<file path="src/rtl/ksa_pkg.sv">
// Shared types and constants for the RC4 key-scheduling (KSA) blocks.
package ksa_pkg;

    // S memory geometry: 256 bytes, so i, j and data are all 8 bits.
    localparam int S_DEPTH = 256;
    localparam int S_WIDTH = 8;

    // Default number of secret key bytes.
    localparam int DEFAULT_KEY_BYTES = 3;

    // Swap-pass sequencer states.
    typedef enum logic [2:0] {
        IDLE,
        RD_I,
        CAP_I,
        RD_J,
        CAP_J,
        WR_I,
        WR_J,
        DONE
    } state_type;

    // Width of the wrapping key-byte index; at least one bit even for a 1-byte key.
    function automatic int key_idx_width(input int n);
        return (n > 1) ? $clog2(n) : 1;
    endfunction

    // A pass is in progress in every state except the two resting states.
    function automatic logic is_busy_state(input state_type s);
        return !((s == IDLE) || (s == DONE));
    endfunction

endpackage

</file>
<file path="src/rtl/rc4_key_sel.sv">
// Combinational selection of key byte k from the packed secret key.
// Key byte 0 is the most-significant byte of secret_key.
module rc4_key_sel
    import ksa_pkg::*;
#(
    parameter int KEY_BYTES = DEFAULT_KEY_BYTES
) (
    input  logic [8*KEY_BYTES-1:0]              secret_key,
    input  logic [key_idx_width(KEY_BYTES)-1:0] k,
    output logic [S_WIDTH-1:0]                  key_byte
);

    // Unpack the key into a byte table, byte 0 taken from the top of the vector.
    logic [S_WIDTH-1:0] byte_tbl [KEY_BYTES];

    genvar gi;
    generate
        for (gi = 0; gi < KEY_BYTES; gi++) begin : g_byte
            assign byte_tbl[gi] = secret_key[8*(KEY_BYTES-1-gi) +: 8];
        end
    endgenerate

    // Select byte k; an out-of-range index (unreachable in normal use) yields zero.
    always_comb begin
        key_byte = '0;
        for (int b = 0; b < KEY_BYTES; b++) begin
            if (int'(k) == b) begin
                key_byte = byte_tbl[b];
            end
        end
    end

endmodule

</file>
<file path="src/rtl/ksa_swap_ctrl.sv">
// RC4 key-scheduling swap pass over the 256x8 S memory.
// For i = 0..255: j = j + S[i] + key[i mod KEY_BYTES]; swap S[i], S[j].
// Each iteration takes six cycles: read i, capture, read j, capture,
// write S[i] <= S[j], write S[j] <= S[i]. Outputs decode from state and
// registers only, so no input reaches an output combinationally.
module ksa_swap_ctrl
    import ksa_pkg::*;
#(
    parameter int KEY_BYTES = DEFAULT_KEY_BYTES,
    parameter int MEM_DEPTH = S_DEPTH
) (
    input  logic                   CLOCK_50,
    input  logic                   reset,
    input  logic                   start,
    input  logic [8*KEY_BYTES-1:0] secret_key,
    output logic [S_WIDTH-1:0]     mem_addr,
    output logic [S_WIDTH-1:0]     mem_data,
    output logic                   mem_wren,
    input  logic [S_WIDTH-1:0]     mem_q,
    output logic                   busy,
    output logic                   done
);

    localparam int                  KW     = key_idx_width(KEY_BYTES);
    localparam logic [S_WIDTH-1:0]  I_LAST = S_WIDTH'(MEM_DEPTH - 1);
    localparam logic [KW-1:0]       K_LAST = KW'(KEY_BYTES - 1);

    state_type          state_reg, state_next;
    logic [S_WIDTH-1:0] i_reg,  i_next;
    logic [S_WIDTH-1:0] j_reg,  j_next;
    logic [KW-1:0]      k_reg,  k_next;
    logic [S_WIDTH-1:0] si_reg, si_next;
    logic [S_WIDTH-1:0] sj_reg, sj_next;

    logic [S_WIDTH-1:0] key_byte;

    rc4_key_sel #(
        .KEY_BYTES (KEY_BYTES)
    ) u_key_sel (
        .secret_key (secret_key),
        .k          (k_reg),
        .key_byte   (key_byte)
    );

    // State and datapath registers with synchronous reset.
    always_ff @(posedge CLOCK_50) begin
        if (reset) begin
            state_reg <= IDLE;
            i_reg     <= '0;
            j_reg     <= '0;
            k_reg     <= '0;
            si_reg    <= '0;
            sj_reg    <= '0;
        end else begin
            state_reg <= state_next;
            i_reg     <= i_next;
            j_reg     <= j_next;
            k_reg     <= k_next;
            si_reg    <= si_next;
            sj_reg    <= sj_next;
        end
    end

    // Next-state and datapath update; everything holds unless a state changes it.
    always_comb begin
        state_next = state_reg;
        i_next     = i_reg;
        j_next     = j_reg;
        k_next     = k_reg;
        si_next    = si_reg;
        sj_next    = sj_reg;

        case (state_reg)
            IDLE, DONE: begin
                // start only matters while resting; a new pass restarts i, j and k.
                if (start) begin
                    i_next     = '0;
                    j_next     = '0;
                    k_next     = '0;
                    state_next = RD_I;
                end
            end
            RD_I: begin
                state_next = CAP_I;
            end
            CAP_I: begin
                // 8-bit sum wraps mod 256 by construction.
                si_next    = mem_q;
                j_next     = j_reg + mem_q + key_byte;
                state_next = RD_J;
            end
            RD_J: begin
                state_next = CAP_J;
            end
            CAP_J: begin
                sj_next    = mem_q;
                state_next = WR_I;
            end
            WR_I: begin
                state_next = WR_J;
            end
            WR_J: begin
                // Test for the last index before incrementing so i never wraps into a 257th iteration.
                if (i_reg == I_LAST) begin
                    state_next = DONE;
                end else begin
                    i_next     = i_reg + 1'b1;
                    k_next     = (k_reg == K_LAST) ? '0 : k_reg + 1'b1;
                    state_next = RD_I;
                end
            end
            default: begin
                state_next = IDLE;
            end
        endcase
    end

    // Moore output decode from the current state and captured registers.
    always_comb begin
        mem_addr = '0;
        mem_data = '0;
        mem_wren = 1'b0;
        busy     = is_busy_state(state_reg);
        done     = (state_reg == DONE);

        case (state_reg)
            RD_I: begin
                mem_addr = i_reg;
            end
            RD_J: begin
                mem_addr = j_reg;
            end
            WR_I: begin
                mem_addr = i_reg;
                mem_data = sj_reg;
                mem_wren = 1'b1;
            end
            WR_J: begin
                // When i == j this rewrites the same word with si, which is the correct no-op swap.
                mem_addr = j_reg;
                mem_data = si_reg;
                mem_wren = 1'b1;
            end
            default: begin
            end
        endcase
    end

endmodule

</file>
<file path="config.mk">
export PLATFORM = sky130hd
export DESIGN_NAME = ksa_swap_ctrl
export DESIGN_NICKNAME = d
export VERILOG_FILES = /design/src/rtl/ksa_pkg.sv /design/src/rtl/rc4_key_sel.sv /design/src/rtl/ksa_swap_ctrl.sv
export SDC_FILE = /design/constraint.sdc
export NUM_CORES = 1
export LEC_CHECK = 0
export ABC_AREA = 1
export CAP_MARGIN = 25
export CORE_MARGIN = 2
export CORE_UTILIZATION = 33
export CTS_BUF_LIST = sky130_fd_sc_hd__clkbuf_8
export DETAILED_ROUTE_END_ITERATION = 16
export SYNTH_ARGS = -nofsm -noshare
export SYNTH_HDL_FRONTEND = slang
export SYNTH_SLANG_ARGS = --single-unit
</file>
<file path="constraint.sdc">
create_clock -name CLOCK_50 -period 6.3 [get_ports CLOCK_50]
set_input_delay 1.26 -clock CLOCK_50 [delete_from_list [all_inputs] [get_ports CLOCK_50]]
set_output_delay 1.26 -clock CLOCK_50 [all_outputs]
set_load 0.05 [all_outputs]
</file>
==> flow_summary_export.csv <==
group,metric,value,unit
placement,dp_slack,2563,ps
sta,period_share,0.5978,
clock_network,cts_max_level,2,
floorplanning,fp.coreArea,7137,um^2
drt,wl_per_cell,12.08,um
setup_path,cp.required,5040,ps
clock_network,clock_latency,290,ps
drt,final_antenna_net_count,0,
setup_path,start_kind,"register",
layout,nets,462,
synth,synth_top_family_by_area,"simple AND/OR/NAND/NOR gates",
sta,skew,6.446,ps
global_route,grt_max_degree,21,
sta,max_slew_margin,0.4052,
clock_network,cts-root-buf,"clkbuf_8",
worst_hold_path,hold_path_class,"reg2reg",
layout,insertedDiodeCount,0,
floorplanning,io_pins,54,
floorplanning,start_util,0.3366,
drt,vias,2431,
clock_network,post_cts_buffers,0,
pwr,power,561.6,uW
synth,ys_ff_latch,37,
drt,avgViaCountPerCell,4.748,
global_route,grt_pass1_vias,2177,
global_route,track_usage,0.1632,
setup_path,rrSetupSlack,3460,ps
synth,postSynthCellCount,362,
sta,worstMarginPinSlew,889.5,ps
floorplanning,num_rows,31,
drt,dr.pass1.iters,4,
synth,netlist_top_cells_area,"dfxtp_1 31%, nand2_1 14%, o21ai_0 8.5%, inv_1 8.0%, fa_1 6.7%",
sta,setup_tns,0,ps
setup_path,path_class,"reg2out",
global_route,grt_pass1_wl,10.14,mm
layout,layout.cells.non_filler,512,
synth,yosysWarnings,0,
sta,setup_ws,2534,ps
status,status,"finished clean",
placement,port_buffers,53,
global_route,antenna_found_initial,0,
sta,hold_viol,0,
drt,drt_wl_total,6.185,mm
floorplanning,die_w,89.32,um
sta,period_needed,3766,ps
sta,drv_slew,0,
clock_network,clkSlewWorstSetupHoldPaths,80,ps
synth,yosys.area_share.simple,0.3005,
placement,gp_congestion,0.8570,
synth,avgSynthCellArea,6.636,um^2
synth,yosysTopAreaCellShare,0.3083,
synth,synthAdderAreaFrac,0.1031,
pwr,ir_worst_vdd,0.00006675,V
drt,drtIter0Drc,113,
synth,synth-async-reset-ratio,0,
setup_path,cp_max_fo,11,
clock_network,numClockSinks,37,
pwr,leakage,1.295,nW
sta,max_freq,0.2655,GHz
global_route,grt_overflow,0,
clock_network,cts_tree,"built",
floorplanning,die_h,89.32,um
synth,synth.largest_area_cell,"dfxtp_1",
placement,placed_cells,504,
sta,rsz0062_at_grt,"no",
floorplanning,die_area,7978,um^2
layout,syn_to_final_growth,28.59,%
synth,synth_common_cells,"88 x nand2_1, 51 x inv_1, 41 x o21ai_0",
pwr,powerDensity,181.8,nW/um^2
synth,muxShareOfSynthArea,0,
synth,yosys_most_used_dff,"dfxtp_1",
synth,syn_area,2402,um^2
drt,drc,0,
sta,finalSetupViolCount,0,
clock_network,clockBufferDepth,2,
setup_path,worstPathArrival,2510,ps
run,maxCapViolations,0,
clock_network,cts_resized,0,
synth,synthDistinctLibCells,30,
synth,synth-seq-area-share,0.3083,
synth,synth_edf_count,0,
clock_network,cts_buffers,5,
setup_path,end_kind,"output port",
synth,syn_nets,412,
synth,synth.most_common_cell,"nand2_1",
synth,synth_compound_area_frac,0.1771,
layout,drive_above_1_share,0.06538,
clock_network,ctsHoldBuffers,0,
placement,dp_hpwl,4.796,mm
synth,synth-xor-area-share,0.003646,
## per-stage QoR
| stage | cell area [um^2] | hold slack (ps) | util |
|---|---|---|---|
| 3_3_place_gp | 3007 | 434.4 | 0.4213 |
| 5_1_grt | 3089 | 480.2 | 0.4329 |
| 2_1_floorplan | 2402 | 424.2 | - |
| 6_report | 3089 | 451.7 | 0.4329 |
| 3_5_place_dp | 3007 | 442.6 | 0.4213 |
| 4_1_cts | 3089 | 454.7 | 0.4329 |
## where the power goes
group          leakage (nW)  switching, mW  internal, mW
sequential            0.300        0.00789         0.246
clock                0.0491         0.0882        0.0752
combinational         0.946         0.0841        0.0605
total                  1.30          0.180         0.381
## worst max-delay path, cell delays in order (launching register included)
cell,delay [ps]
dfxtp_1,390
inv_1,70
nor2_1,150
inv_1,200
nor2_2,380
nand2_1,100
o21ai_0,100
clkdlybuf4s50_1,830
## metal layers
metal  global-route usage  part of all wire  up-vias
met2               0.2673              0.43       68
li1                     -                 -     1263
met3              0.02955             0.049       10
met1               0.2227              0.51     1090
met4              0.03935             0.014        0
met5                    0                 0        -
## worst paths after layout
| check | start | to | cells past startpoint |
|---|---|---|---|
| setup / recovery | state_reg[0] | mem_data[7] | 7 |
| hold / removal | si_reg[0] | si_reg[0] | 2 |
| setup reg to reg | k_reg[0] | j_reg[2] | 10 |
| hold reg to reg | si_reg[0] | si_reg[0] | 2 |
## kinds of logic (layout without fill, tap and decap cells)
kind of cell / Yosys count / count (layout)
adders and majority gates: 15 / 15
xor gates and xnor gates: 1 / 1
and+or+nand+nor: 164 / 164
AOI/OAI and AO/OA: 81 / 81
buffers and inverters: 64 / 115
DFF: 37 / 37
## placed cells by master, fill, tap and decap left out
cell type	netlist	layout
clkinv_4	1	1
dfxtp_1	37	37
o21ai_2	1	1
fa_1	8	8
nand4_1	3	3
o22ai_1	2	2
nand3_1	29	29
nor3_1	3	3
nand3b_1	2	2
ha_1	7	7
or2_2	2	2
a21oi_2	3	3
o21ai_0	41	41
o21ai_1	2	2
a21o_1	1	1
nor2_1	24	24
clkdlybuf4s50_1	0	53
a21oi_1	31	31
clkbuf_8	0	5
nand2_1	88	88
nor2_4	2	2
nor2_2	3	3
nand2_2	5	5
inv_1	51	52
inv_2	2	2
xor2_1	1	1
clkinv_2	0	2
nor4_1	1	1
or2_0	1	1
nand3_2	1	1
## area by class of cell
cell class / instances / area (um^2)
fillers: 760 / 4048
multi-input cells: 261 / 1404
flip-flops and latches: 37 / 740.7
repair buffers: 53 / 530.5
inverters: 54 / 207.7
well taps: 99 / 123.9
clock buffers: 5 / 68.82
clock inverters: 3 / 13.76
(Power assumes the default switching activity.)
